File: src/rtl/uart_pkg.sv
// rtl/uart_pkg.sv - shared types, parity constants and parity helper for the UART receiver
package uart_pkg;

  typedef enum logic [2:0] {
    ST_IDLE,
    ST_START,
    ST_DATA,
    ST_PARITY,
    ST_STOP,
    ST_BREAK
  } rx_state_t;

  localparam logic PARITY_EVEN = 1'b0;
  localparam logic PARITY_ODD  = 1'b1;

  // Widest legal word; narrower words are zero-extended before the call.
  localparam int MAX_DATA_W = 9;

  function automatic logic calc_parity(input logic [MAX_DATA_W-1:0] d);
    return ^d;
  endfunction

endpackage

File: src/rtl/uart_rx_sync_vote.sv
// rtl/uart_rx_sync_vote.sv - 2-flop line synchroniser plus 3-sample majority vote
module uart_rx_sync_vote (
  input  logic baud_clk,
  input  logic reset,
  input  logic data_tx,
  output logic rx_s,
  output logic vote
);

  logic sync_q1;
  logic sync_q2;
  logic hist_q1;
  logic hist_q2;

  // Everything presets to the idle-high line level so reset never looks like a start bit.
  always_ff @(posedge baud_clk) begin
    if (reset) begin
      sync_q1 <= 1'b1;
      sync_q2 <= 1'b1;
      hist_q1 <= 1'b1;
      hist_q2 <= 1'b1;
    end else begin
      sync_q1 <= data_tx;
      sync_q2 <= sync_q1;
      hist_q1 <= sync_q2;
      hist_q2 <= hist_q1;
    end
  end

  assign rx_s = sync_q2;
  assign vote = (rx_s & hist_q1) | (rx_s & hist_q2) | (hist_q1 & hist_q2);

endmodule

File: src/rtl/uart_rx_param.sv
// rtl/uart_rx_param.sv - parametrised oversampling UART receiver with error flags and valid/ready output
module uart_rx_param #(
  parameter int DATA_W     = 8,
  parameter int OS         = 16,
  parameter int PARITY_EN  = 1,
  parameter int PARITY_ODD = 0,
  parameter int STOP_BITS  = 1
) (
  input  logic              baud_clk,
  input  logic              reset,
  input  logic              data_tx,
  input  logic              data_ready,
  output logic [DATA_W-1:0] data_parll,
  output logic              data_valid,
  output logic              parity_err,
  output logic              frame_err,
  output logic              overrun_err,
  output logic              active_flag
);

  import uart_pkg::*;

  localparam int TW = $clog2(OS);

  logic rx_s;
  logic vote;

  uart_rx_sync_vote u_sync_vote (
    .baud_clk (baud_clk),
    .reset    (reset),
    .data_tx  (data_tx),
    .rx_s     (rx_s),
    .vote     (vote)
  );

  rx_state_t         state, state_n;
  logic [TW-1:0]     tick_cnt, tick_n;
  logic [3:0]        bit_cnt, bit_n;
  logic              stop_cnt, stop_n;
  logic [DATA_W-1:0] shreg, sh_n;
  logic              perr_p, perr_n;
  logic              ferr_p, ferr_n;
  logic              complete;
  logic              comp_ferr;
  logic              sample;
  logic              exp_par;
  logic [MAX_DATA_W-1:0] par_vec;

  always_comb begin
    par_vec = '0;
    par_vec[DATA_W-1:0] = shreg;
  end

  assign exp_par = calc_parity(par_vec) ^
                   ((PARITY_ODD != 0) ? uart_pkg::PARITY_ODD : uart_pkg::PARITY_EVEN);
  assign sample  = (tick_cnt == TW'(OS - 1));

  always_comb begin
    state_n   = state;
    tick_n    = tick_cnt + 1'b1;
    bit_n     = bit_cnt;
    stop_n    = stop_cnt;
    sh_n      = shreg;
    perr_n    = perr_p;
    ferr_n    = ferr_p;
    complete  = 1'b0;
    comp_ferr = ferr_p;
    case (state)
      ST_IDLE: begin
        tick_n = '0;
        if (!rx_s) state_n = ST_START;
      end
      ST_START: begin
        if (tick_cnt == TW'(OS / 2 - 1)) begin
          if (vote) begin
            state_n = ST_IDLE;
          end else begin
            state_n = ST_DATA;
            tick_n  = '0;
            bit_n   = '0;
            perr_n  = 1'b0;
            ferr_n  = 1'b0;
          end
        end
      end
      ST_DATA: begin
        if (sample) begin
          sh_n  = {vote, shreg[DATA_W-1:1]};
          bit_n = bit_cnt + 1'b1;
          if (bit_cnt == 4'(DATA_W - 1)) begin
            state_n = (PARITY_EN != 0) ? ST_PARITY : ST_STOP;
            stop_n  = 1'b0;
          end
        end
      end
      ST_PARITY: begin
        if (sample) begin
          if (vote != exp_par) perr_n = 1'b1;
          state_n = ST_STOP;
          stop_n  = 1'b0;
        end
      end
      ST_STOP: begin
        if (sample) begin
          if (!vote) ferr_n = 1'b1;
          comp_ferr = ferr_p | ~vote;
          // Completing at mid-stop-bit leaves half a bit to catch a back-to-back start.
          if (stop_cnt == 1'(STOP_BITS - 1)) begin
            complete = 1'b1;
            state_n  = vote ? ST_IDLE : ST_BREAK;
          end else begin
            stop_n = stop_cnt + 1'b1;
          end
        end
      end
      ST_BREAK: begin
        tick_n = '0;
        if (rx_s) state_n = ST_IDLE;
      end
      default: state_n = ST_IDLE;
    endcase
  end

  always_ff @(posedge baud_clk) begin
    if (reset) begin
      state       <= ST_IDLE;
      tick_cnt    <= '0;
      bit_cnt     <= '0;
      stop_cnt    <= 1'b0;
      shreg       <= '0;
      perr_p      <= 1'b0;
      ferr_p      <= 1'b0;
      active_flag <= 1'b0;
    end else begin
      state       <= state_n;
      tick_cnt    <= tick_n;
      bit_cnt     <= bit_n;
      stop_cnt    <= stop_n;
      shreg       <= sh_n;
      perr_p      <= perr_n;
      ferr_p      <= ferr_n;
      active_flag <= (state_n == ST_DATA) || (state_n == ST_PARITY) || (state_n == ST_STOP);
    end
  end

  // Output holding register: an unaccepted word is never overwritten.
  always_ff @(posedge baud_clk) begin
    if (reset) begin
      data_parll  <= '0;
      data_valid  <= 1'b0;
      parity_err  <= 1'b0;
      frame_err   <= 1'b0;
      overrun_err <= 1'b0;
    end else begin
      overrun_err <= 1'b0;
      if (complete) begin
        if (!data_valid || data_ready) begin
          data_parll <= shreg;
          parity_err <= perr_p;
          frame_err  <= comp_ferr;
          data_valid <= 1'b1;
        end else begin
          overrun_err <= 1'b1;
        end
      end else if (data_valid && data_ready) begin
        data_valid <= 1'b0;
      end
    end
  end

endmodule

File: config.mk
export PLATFORM = sky130hd
export DESIGN_NAME = uart_rx_param
export DESIGN_NICKNAME = d
export VERILOG_FILES = /design/src/rtl/uart_pkg.sv /design/src/rtl/uart_rx_sync_vote.sv /design/src/rtl/uart_rx_param.sv
export SDC_FILE = /design/constraint.sdc
export NUM_CORES = 1
export LEC_CHECK = 0
export ABC_AREA = 1
export CAP_MARGIN = 10
export CORE_ASPECT_RATIO = 1.4
export CORE_MARGIN = 2
export CORE_UTILIZATION = 40
export CTS_CLUSTER_SIZE = 28
export DETAILED_ROUTE_END_ITERATION = 12
export DONT_BUFFER_PORTS = 1
export PLACE_DENSITY = 0.53
export SLEW_MARGIN = 40
export SYNTH_ARGS = -nofsm -noshare
export SYNTH_HDL_FRONTEND = slang
export SYNTH_SLANG_ARGS = --single-unit
File: constraint.sdc
create_clock -name baud_clk -period 4.3 [get_ports baud_clk]
set_input_delay 0.86 -clock baud_clk [delete_from_list [all_inputs] [get_ports baud_clk]]
set_output_delay 0.86 -clock baud_clk [all_outputs]
set_load 0.01 [all_outputs]
==> results.md <==
- Number of global-route vias before repair: 1309
- Post-route insts no fill: between 200 and 300
- Die ar.: roughly 4800 sq um
- Commonest cells in the netlist: nand2_1 (42), nor2_1 (40), dfxtp_1 (38)
- First-pass GRT wire length: approximately 5.7 mm
- Share of cells above drive strength 1: 0.09053
- Die height: 81.15 microns
- P per Cell Area: between 300 and 400 nW/um^2
- RSZ-0062 raised after global routing: false
- Tightest Hold Check Type: reg -> reg
- # nets final: ~250
- Filler cell count: roughly 420
- Final min period: ~1700 ps
- Worst slew pin tran: roughly 530 ps
- Async S/R FF share, synth: 0
- Placed cells: between 200 and 300
- Setup violations, final: 0
- Post-route setup slack: ~2600 ps
- Post-synth top flop: dfxtp_1
- Drt via density: between 4 and 5
- Post-synth EDFFs: 0
- Num CTS Buffers: 5
- Top cells by area, synth: dfxtp_1 (45%), nand2_1 (9.3%), nor2_1 (8.8%)
- Peak Freq: between 500 and 600 MHz
- Post-synthesis cell type count: 26
- Routed length per instance: between 10 and 15 microns
- Rel. slew slack: 0.6475
- GP Congestion: around 0.77
- Status: completed
- Core footprint: about 4200 sq um
- Worst skew pair latency: 280 ps
- Max_cap viols: 0
- Hold Fails Final Rpt: 0
- Post-DRT Antenna Nets: 0
- Top cell type by total area after synthesis: dfxtp_1
- Storage element area: approximately 760 sq um
- Routed vias: around 1400
- VDD IR max: just under 0.2 mV
- Standard-cell rows: 28
- Share of the synthesized area in the top cell type: 0.4474
- Most frequent cell after synthesis: nand2_1
- Post-CTS setup buffers: 0
- CP endpoint kind: flop
- Multi-input combinational cell area: 765.7 sq um
- Post-synthesis sequential area ratio: 0.4474
- Worst Path Max Fanout: 13
- Antenna violations before repair: 0
- Post-Syn Area per Cell: 7.056 sq um
- Period Utilization, post-route: 0.3953
- Skew final: around 3.5 ps
- Largest net degree at the start of global routing: 23
- Worst-path clk slew: around 70 ps
- Port Buffers: 0
- Root Buffer: clkbuf_8
- Synth warn: 0
- H-tree levels: 2
- Final Slew Violations: 0
- Synthesized area: approximately 1700 sq um
- Clock Tree Buf Depth: 2
- Seq cells post-synth: 38
- Post-route DRC: 0
- CTS tree: built
- Clock sink total: 38
- Number of diodes: 0
- Initial Util: 0.4079
- CP arrival: roughly 1900 ps
- HPWL after detailed placement: between 2 and 2.5 mm
- GRT Util Overall: 0.1577
- Hold Buf Count CTS: 0
- WP data required: around 4500 ps
- Boundary Pins: 17
- Pleak: between 0.8 and 0.9 nW
- Critical path type: reg -> reg
- Drt total wl: between 3 and 4 mm
- Cell count after synthesis: ~240
- Die W: approximately 59 microns
- Dpl ws: about 2400 ps
- Total congestion overflow: 0
- PostCTS Resize Cnt: 0
- Syn_nets: about 250
- Startpoint types: flop
- Pre-antenna DRT Iters: 4
- Starting DRT DRC Count: slightly below 70
- R2R setup slack: ~2600 ps
- Area grow syn2layout: 6.402%
- Total negative slack: 0 ps
-- worst paths after layout --
check                 startpoint          endpoint  cells after the start
max                  tick_cnt[0]        bit_cnt[1]                      9
min          u_sync_vote.sync_q1  u_sync_vote.rx_s                      1
max reg2reg          tick_cnt[0]        bit_cnt[1]                      9
min reg2reg  u_sync_vote.sync_q1  u_sync_vote.rx_s                      1
-- through the flow --
step	util	hold WS (ps)	cell area, sq um	total power, mW
floorplan	-	389.5	1700	0.3802
global placement	0.4157	395.1	1733	0.3829
detailed placement	0.4157	393.3	1733	0.3830
CTS	0.4340	409.1	1809	0.6062
global route	0.4340	420.0	1809	0.6241
finish	0.4340	408.0	1809	0.5976
-- cell type report --
class,instances,share of cell area
multi-input combinational,158,0.4232
sequential,38,0.4205
inverter,40,0.08299
clock buffer,7,0.04219
tap,45,0.03112
-- worst max-delay path, stage by stage, from the launching register on --
cell	delay [ps]
dfxtp_1	350
ha_1	190
nand2_2	90
nor2_4	110
inv_2	80
nor2_4	260
inv_2	130
nand2_2	140
inv_1	80
a211oi_1	180
-- power by group --
group / internal [mW] / switching [mW] / leakage, nW / total, mW
Sequential: 0.355 / 0.00200 / 0.307 / 0.357
Combinational: 0.00561 / 0.0123 / 0.473 / 0.0179
Clock: 0.112 / 0.111 / 0.0383 / 0.223
Total: 0.472 / 0.126 / 0.818 / 0.598
-- per-layer routing --
metal,vias up,share of wire,track usage
met5,-,0,0
met4,0,0.027,0.08409
met3,9,0.021,0.03503
met2,14,0.52,0.2800
met1,614,0.43,0.1701
li1,756,-,-
-- cells by family (layout without fill, tap and decap cells) --
logic type | Yosys count | in the layout | synth area share
xor gates and xnor gates | 3 | 3 | 0.01546
and+or+nand+nor | 108 | 108 | 0.2767
AOI/OAI and AO/OA | 45 | 45 | 0.1435
adders and majority gates | 2 | 2 | 0.01471
buffers and inverters | 45 | 47 | 0.1023
DFF | 38 | 38 | 0.4474
-- state kept, by name, summed over array words and instances (netlist names) --
register	count
data_parll	8
frame_err	1
perr_p	1
shreg	8
tick_cnt	4
u_sync_vote.sync_q1	1
ferr_p	1
u_sync_vote.hist_q1	1
u_sync_vote.rx_s	1
u_sync_vote.hist_q2	1
state	3
active_flag	1
data_valid	1
overrun_err	1
parity_err	1
bit_cnt	4
-- cell usage in the layout (no fill, tap or decap), drive strengths merged --
cell type / instances
or2: 2
a211oi: 2
o211ai: 2
nand3: 8
dfxtp: 38
a21oi: 18
nor2: 46
nand4: 3
ha: 2
clkbuf: 7
xor2: 1
a31oi: 1
inv: 40
o21ai: 22
nor3: 4
nand2: 45
xnor2: 2
Power figures use the tool's default switching activity.
